==> config.mk <==
export PLATFORM = sky130hd
export DESIGN_NAME = spi_slave_reg_access
export DESIGN_NICKNAME = d
export VERILOG_FILES = /design/src/rtl/spi_slave_reg_access.sv
export SDC_FILE = /design/constraint.sdc
export NUM_CORES = 1
export LEC_CHECK = 0
export ABC_AREA = 1
export CORE_MARGIN = 1
export CORE_UTILIZATION = 33
export DETAILED_ROUTE_END_ITERATION = 12
export DONT_BUFFER_PORTS = 1
export PLACE_DENSITY = 0.53
export SLEW_MARGIN = 20
export SYNTH_ARGS = -nofsm -noshare
export SYNTH_HDL_FRONTEND = slang
export SYNTH_SLANG_ARGS = --single-unit
==> constraint.sdc <==
create_clock -name sclk -period 1.6 [get_ports sclk]
set_input_delay 0.32 -clock sclk [delete_from_list [all_inputs] [get_ports sclk]]
set_output_delay 0.32 -clock sclk [all_outputs]
set_load 0.01 [all_outputs]
==> src/rtl/spi_slave_reg_access.sv <==
// spi_slave_reg_access: SPI command front end that turns serial register commands into write strobes and serial read data
module spi_slave_reg_access #(
   parameter int         REG_SIZE  = 8,
   parameter logic [5:0] WR_OPCODE = 6'b000001,
   parameter logic [5:0] RD_OPCODE = 6'b000010
) (
   input  logic                sclk,
   input  logic                rstn,
   input  logic                cs_n,
   input  logic                sdi,
   output logic                sdo,
   output logic                sdo_oe,
   output logic [1:0]          wr_addr,
   output logic [REG_SIZE-1:0] wr_data,
   output logic                wr_data_valid,
   output logic [1:0]          rd_addr,
   input  logic [REG_SIZE-1:0] rd_data,
   output logic                cmd_err
);
   // one shift register serves both the 8-bit command and the data word
   localparam int SW = (REG_SIZE > 8) ? REG_SIZE : 8;
   localparam int CW = $clog2(SW);

   typedef enum logic [2:0] {CMD, WDATA, RTURN, RDATA, IGNORE} state_t;

   state_t              state_q, state_d;
   logic [CW-1:0]       cnt_q, cnt_d;
   logic [SW-2:0]       sr_q, sr_d;
   logic [REG_SIZE-1:0] tx_sr_q, tx_sr_d;
   logic [1:0]          waddr_q, waddr_d;
   logic [1:0]          wr_addr_q, wr_addr_d;
   logic [REG_SIZE-1:0] wr_data_q, wr_data_d;
   logic                wr_valid_q, wr_valid_d;
   logic [1:0]          rd_addr_q, rd_addr_d;
   logic                sdo_oe_q, sdo_oe_d;
   logic                cmd_err_q, cmd_err_d;
   logic [SW-1:0]       word;

   // word as it stands once the bit on sdi is taken in this cycle
   assign word = {sr_q, sdi};

   // state register and all datapath registers; rstn clears everything at once
   always_ff @(posedge sclk or negedge rstn) begin
      if (!rstn) begin
         state_q    <= CMD;
         cnt_q      <= '0;
         sr_q       <= '0;
         tx_sr_q    <= '0;
         waddr_q    <= '0;
         wr_addr_q  <= '0;
         wr_data_q  <= '0;
         wr_valid_q <= 1'b0;
         rd_addr_q  <= '0;
         sdo_oe_q   <= 1'b0;
         cmd_err_q  <= 1'b0;
      end else begin
         state_q    <= state_d;
         cnt_q      <= cnt_d;
         sr_q       <= sr_d;
         tx_sr_q    <= tx_sr_d;
         waddr_q    <= waddr_d;
         wr_addr_q  <= wr_addr_d;
         wr_data_q  <= wr_data_d;
         wr_valid_q <= wr_valid_d;
         rd_addr_q  <= rd_addr_d;
         sdo_oe_q   <= sdo_oe_d;
         cmd_err_q  <= cmd_err_d;
      end
   end

   // next-state and datapath decode; strobes default low so they last one cycle
   always_comb begin
      state_d    = state_q;
      cnt_d      = cnt_q;
      sr_d       = sr_q;
      tx_sr_d    = tx_sr_q;
      waddr_d    = waddr_q;
      wr_addr_d  = wr_addr_q;
      wr_data_d  = wr_data_q;
      wr_valid_d = 1'b0;
      rd_addr_d  = rd_addr_q;
      sdo_oe_d   = sdo_oe_q;
      cmd_err_d  = 1'b0;
      if (cs_n) begin
         state_d  = CMD;
         cnt_d    = '0;
         sdo_oe_d = 1'b0;
      end else begin
         case (state_q)
            CMD: begin
               sr_d  = word[SW-2:0];
               cnt_d = cnt_q + CW'(1);
               if (cnt_q == CW'(7)) begin
                  cnt_d = '0;
                  if (word[7:2] == WR_OPCODE) begin
                     waddr_d = word[1:0];
                     state_d = WDATA;
                  end else if (word[7:2] == RD_OPCODE) begin
                     rd_addr_d = word[1:0];
                     state_d   = RTURN;
                  end else begin
                     cmd_err_d = 1'b1;
                     state_d   = IGNORE;
                  end
               end
            end
            WDATA: begin
               sr_d  = word[SW-2:0];
               cnt_d = cnt_q + CW'(1);
               if (cnt_q == CW'(REG_SIZE - 1)) begin
                  cnt_d      = '0;
                  wr_data_d  = word[REG_SIZE-1:0];
                  wr_addr_d  = waddr_q;
                  wr_valid_d = 1'b1;
                  waddr_d    = waddr_q + 2'd1;
               end
            end
            RTURN: begin
               tx_sr_d   = rd_data;
               rd_addr_d = rd_addr_q + 2'd1;
               sdo_oe_d  = 1'b1;
               cnt_d     = '0;
               state_d   = RDATA;
            end
            RDATA: begin
               tx_sr_d = {tx_sr_q[REG_SIZE-2:0], 1'b0};
               cnt_d   = cnt_q + CW'(1);
               if (cnt_q == CW'(REG_SIZE - 1)) begin
                  tx_sr_d   = rd_data;
                  rd_addr_d = rd_addr_q + 2'd1;
                  cnt_d     = '0;
               end
            end
            default: ;
         endcase
      end
   end

   assign sdo           = sdo_oe_q & tx_sr_q[REG_SIZE-1];
   assign sdo_oe        = sdo_oe_q;
   assign wr_addr       = wr_addr_q;
   assign wr_data       = wr_data_q;
   assign wr_data_valid = wr_valid_q;
   assign rd_addr       = rd_addr_q;
   assign cmd_err       = cmd_err_q;
endmodule
Word-level counts from Yosys, hierarchy flattened
Index checks and enable logic that the tools add are counted.

operators by class
  bitwise operators = 2
  reductions and logical operators = 15
  muxes and demuxes = 29
  equality and inequality tests = 13
  add/subtract/negate cells = 3

operators by type and width
  operator             number
  $mux 3               6
  $pmux 8 s2           1
  $mux 2               7
  $ne 2x2->1 const B   6
  $pmux 3 s2           2
  $mux 1               10
  $reduce_bool 3->1    3
  $mux 8               1
  $eq 3x2->1 const B   2
  $eq 6x1->1 const B   1
  $eq 6x2->1 const B   1
  $pmux 2 s3           1
  $reduce_and 2->1     3
  $reduce_and 6->1     1
  $reduce_bool 2->1    3
  $reduce_and 5->1     1
  $add 2x1->2 const B  2
  $pmux 2 s2           1
  $add 3x1->3 const B  1
  $eq 3x1->1 const B   1
  $eq 3x3->1 const B   1
  $logic_not 3->1      1
  $ne 3x3->1 const B   1
  $reduce_and 3->1     1
  other kinds (4)      4

word-level totals
  input port bits = 12
  output and inout port bits = 16
  logic and storage cells = 73
  register bits = 38

Logic depth before layout (Yosys ltp)
Gate-level depths: netlist of the first run.

  word-level depth = 6
  mapped depth = 9
  gate-level depth less buffers = 9

Worst setup path after synthesis of the first run
OpenSTA, ideal clock, no wires.

  path kind = register to register
  from = register cnt_q[0]
  to = register wr_data_q[2], in the netlist wr_data[2]
  required time = 1474 ps
  setup time = 126 ps
  buffers on the path = 1
  clock period less this slack = 1404 ps
  arrival time = 1278 ps
  cell stages (with the launch flop) = 8
  slack = 196 ps
  cell sequence = dfrtp_1 > ha_1 > ha_1 > inv_1 > nor2_1 > nand2_2 > buf_2 > o21ai_0

between the ends
  word-level cells in the longest chain between the ends = 2

ends and longest elaborated chain
  element                            RTL line  source
  from (decl)                        27        logic [CW-1:0] cnt_q, cnt_d;
  from (signal assigned)             58        cnt_q <= cnt_d;
  $eq 3x3->1                         110       if (cnt_q == CW'(REG_SIZE - 1)) begin
  $reduce_and 3->1 (no source line)  --
  to (signal assigned)               63        wr_data_q <= wr_data_d;
  to (decl)                          32        logic [REG_SIZE-1:0] wr_data_q, wr_data_d;

Every way passes these cells.
A chain may end at the register's enable or synchronous reset.

Final worst setup path of the first run
  from = register cnt_q[0]
  to = register waddr_q[1]

between the ends
  word-level cells in the longest chain between the ends = 3
  elaborated cells between the ends (all ways) = 4
  classes of those cells = 3 x eq/ne; 1 x reduce/logical

ends and longest elaborated chain
  element                              RTL line  source
  $eq 3x3->1 *                         93, 110
  $ne 2x2->1 (no source line)          --
  $reduce_and 5->1 (no source line) *  --
  to (signal assigned)                 61        waddr_q <= waddr_d;
  to (decl)                            30        logic [1:0] waddr_q, waddr_d;

Every way passes the cells marked *; elsewhere a longest branch is shown, timed or not.

==> results.yml, run 1 <==
drt:
  vias: 1394
  drc_errors: 0
  viasPerCell: 4.616
  post_drt_wl_per_cell_um: 11.42
  dr.pass1.iters: 4
  ant_nets: 0
  drt_iter0_markers: 93
  finalWirelength_um: 3448
cts:
  htree_levels: 2
  tritoncts: "built"
  cts_buffers: 5
  root_buffer: "clkbuf_8"
  ctsLongestPathBuffers: 2
  cts_sinks: 38
  clk_pin_slew_ns: 0.07
  clock_latency_ns: 0.29
grt:
  grt_pass1_wl_um: 5692
  grt_antenna_before_repair: 0
  overflow: 0
  grt_pass1_vias: 1237
  grt_max_degree: 39
  track_usage_pct: 13.60
worst_setup_path:
  crit_path_start_kind: "register"
  worstSetupPathType: "reg2reg"
  cp-end-kind: "register"
  r2r_cells: 9
  cp.arrival_ns: 1.64
  r2r_slack_ns: 0.15
  rr_startpoint: "cnt_q[0]"
  cp.required_ns: 1.78
  crit_fanout: 4
  r2r-end: "waddr_q[1]"
finish:
  nNetsFinal: 245
  fill_cells: 532
  fin_util_pct: 40.11
  diodes: 0
  drive_gt1_share_pct: 13.36
  area_growth_pct: 15.30
die:
  core_area_mm2: 0.005172
  dieArea_mm2: 0.005752
  die_w_um: 75.84
  die_h_um: 75.84
  rows: 26
  design.portCount: 28
  initial_core_util_pct: 34.78
synthesis:
  synthCells: 219
  ys_types: 23
  avgSynthCellArea_um2: 8.216
  syn-num-nets: 233
  syn_area_mm2: 0.001799
  yosysWarnings: 0
  seq_area_frac_synth_pct: 52.85
  ys_ff_latch: 38
place:
  io_buffer_count: 0
  place_congestion: 0.7748
  place.detailed.hpwl_um: 2373
pwr:
  power.leakage_nw: 1.077
  switchingPower_mw: 1.071
  power_frac_seq_pct: 46.1
  switching_share_pct: 35.04
  internal_power_mw: 1.984
  p_per_area_mw_per_mm2: 1473
  p_comb_share_pct: 27.6
  p_clk_share_pct: 26.2
  vdd_drop_max_uv: 510.2
hold_path:
  min_to: "sdo_oe"
  min_path_type: "in2reg"
  worstHoldStart: "cs_n"
  holdPathStages: 1
sta:
  fin_worst_skew_ns: 0.005611
  slew_headroom_pct: 70.00
  timing.final.crit_share_pct: 90.78
  final_max_slew_viol_count: 0
  fmax_mhz: 688.5
  final.min_clock_period_ns: 1.452
  tns_ns: 0
  whs_ns: 0.08538
  final-hold-violation-count: 0
  setup_viol: 0
  worst_pin_slew_ns: 0.4487
  rsz0062_at_grt: "false"
job:
  drv_cap: 0
outcome:
  status: "completed"
[critical path, cell delays in order, from the launching register on]
cell     delay (ns)
dfrtp_1        0.35
ha_1           0.15
ha_1           0.16
inv_2          0.07
nor2_2         0.16
nand2_1        0.13
nand2_1        0.13
nand2_1        0.08
nand2_1        0.06
nand2_1        0.05
[layout by cell type, fill, tap and decap left out, drive strengths merged]
cell,instances
nor3,1
xnor2,1
a21oi,4
buf,7
ha,2
inv,35
bufinv,1
dfrtp,38
clkbuf,5
clkinv,3
dlygate4sd3,1
nand2,70
nor2,7
o21ai,31
nand3,22
nand4,3
xor2,1
[worst max-delay path by stage]
stage | start | endpoint | slack [ns]
global placement | cnt_q[0] | tx_sr_q[3] | 0.10
detailed placement | cnt_q[0] | wr_data[2] | 0.07
global route | cnt_q[0] | waddr_q[0] | 0.004
CTS | cnt_q[0] | waddr_q[0] | 0.06
floorplan | cnt_q[0] | wr_data[2] | 0.20
finish | cnt_q[0] | waddr_q[1] | 0.15
[cell usage after synthesis]
master | count | area share, %
a21oi_1 | 3 | 0.83
a21oi_4 | 1 | 0.90
buf_2 | 1 | 0.28
buf_4 | 1 | 0.42
buf_6 | 1 | 0.63
clkinv_1 | 1 | 0.21
dfrtp_1 | 38 | 53
ha_1 | 2 | 1.4
inv_1 | 32 | 6.7
inv_2 | 3 | 0.63
nand2_1 | 67 | 14
nand2_2 | 3 | 1.0
nand3_1 | 18 | 5.0
nand3_2 | 4 | 2.2
nand4_1 | 3 | 1.0
nor2_1 | 6 | 1.3
nor2_2 | 1 | 0.35
nor3_1 | 1 | 0.28
o21ai_0 | 27 | 7.5
o21ai_1 | 2 | 0.56
o21ai_2 | 2 | 0.97
xnor2_1 | 1 | 0.49
xor2_1 | 1 | 0.49
[cells by family (layout without fill, tap and decap cells)]
| group | count (synthesis) | after routing | synth area share, % |
|---|---|---|---|
| flops | 38 | 38 | 52.85 |
| fa+ha+maj | 2 | 2 | 1.391 |
| buf+inv | 39 | 52 | 8.832 |
| simple gates | 103 | 103 | 25.17 |
| compound gates | 35 | 35 | 10.78 |
| xor+xnor | 2 | 2 | 0.9738 |
[layer usage]
| metal | routed length [um] | vias to the layer above | GRT usage [%] |
|---|---|---|---|
| met1 | 1702 | 646 | 17.32 |
| met2 | 1547 | 24 | 20.55 |
| met3 | 127 | 6 | 4.630 |
| li1 | - | 718 | - |
| met5 | 0 | - | 0 |
| met4 | 70 | 0 | 6.790 |
[state kept, by name, indices dropped and copies added, names as in the netlist]
register and cells:
tx_sr_q 8, state_q 3, cmd_err 1, wr_data 8, wr_data_valid 1, waddr_q 2
sdo_oe 1, wr_addr 2, cnt_q 3, sr_q 7, rd_addr 2
[cell type report]
| cell class | count | area, um^2 | share of cell area (%) |
|---|---|---|---|
| well taps | 70 | 87.58 | 4.222 |
| inverters | 36 | 137.6 | 6.634 |
| clock buffers | 5 | 68.82 | 3.317 |
| flip-flops and latches | 38 | 950.9 | 45.84 |
| multi-input cells | 142 | 701.9 | 33.84 |
| clock inverters | 3 | 40.04 | 1.930 |
| repair buffers | 8 | 87.58 | 4.222 |
[stage by stage]
stage,instances,cell area (um^2),setup WS [ns],total power [mW]
after floorplan,219,1799,0.1959,2.069
after global placement,289,1898,0.1016,2.248
after detailed placement,289,1898,0.07236,2.252
after CTS,299,2037,0.06384,3.095
after global routing,302,2074,0.003771,3.330
final,302,2074,0.1475,3.055
[power groups by stage]
stage / Sequential [mW] / Combinational, mW / Clock, mW
final: 1.41 / 0.843 / 0.802
after global routing: 1.44 / 1.00 / 0.885
after CTS: 1.41 / 0.853 / 0.829
after detailed placement: 1.43 / 0.820 / 0
after global placement: 1.43 / 0.817 / 0
after floorplan: 1.39 / 0.677 / 0
[what timing repair did]
action / in CTS / in global routing
resized for setup: 0 / 5
hold buffers: 2 / 0
setup buffers: 0 / 3
hold endpoints to repair: 38 / 0
endpoints found under the setup margin: 0 / 15
Power figures use the tool's default switching activity.
==> inputs of run 2 (changes only) <==
--- a/config.mk
+++ b/config.mk
@@ -15,3 +15,4 @@
 export SYNTH_ARGS = -nofsm -noshare
 export SYNTH_HDL_FRONTEND = slang
 export SYNTH_SLANG_ARGS = --single-unit
+export TNS_END_PERCENT = 50
==> results of run 2 <==
The final DEF is identical to that of run 1; final timing and power are the same.
==> inputs of run 3 (changes only) <==
--- a/config.mk
+++ b/config.mk
@@ -6,6 +6,7 @@
 export NUM_CORES = 1
 export LEC_CHECK = 0
 export ABC_AREA = 1
+export CAP_MARGIN = 10
 export CORE_MARGIN = 1
 export CORE_UTILIZATION = 33
 export DETAILED_ROUTE_END_ITERATION = 12
==> results of run 3 <==
The final DEF is identical to that of run 1; final timing and power are the same.
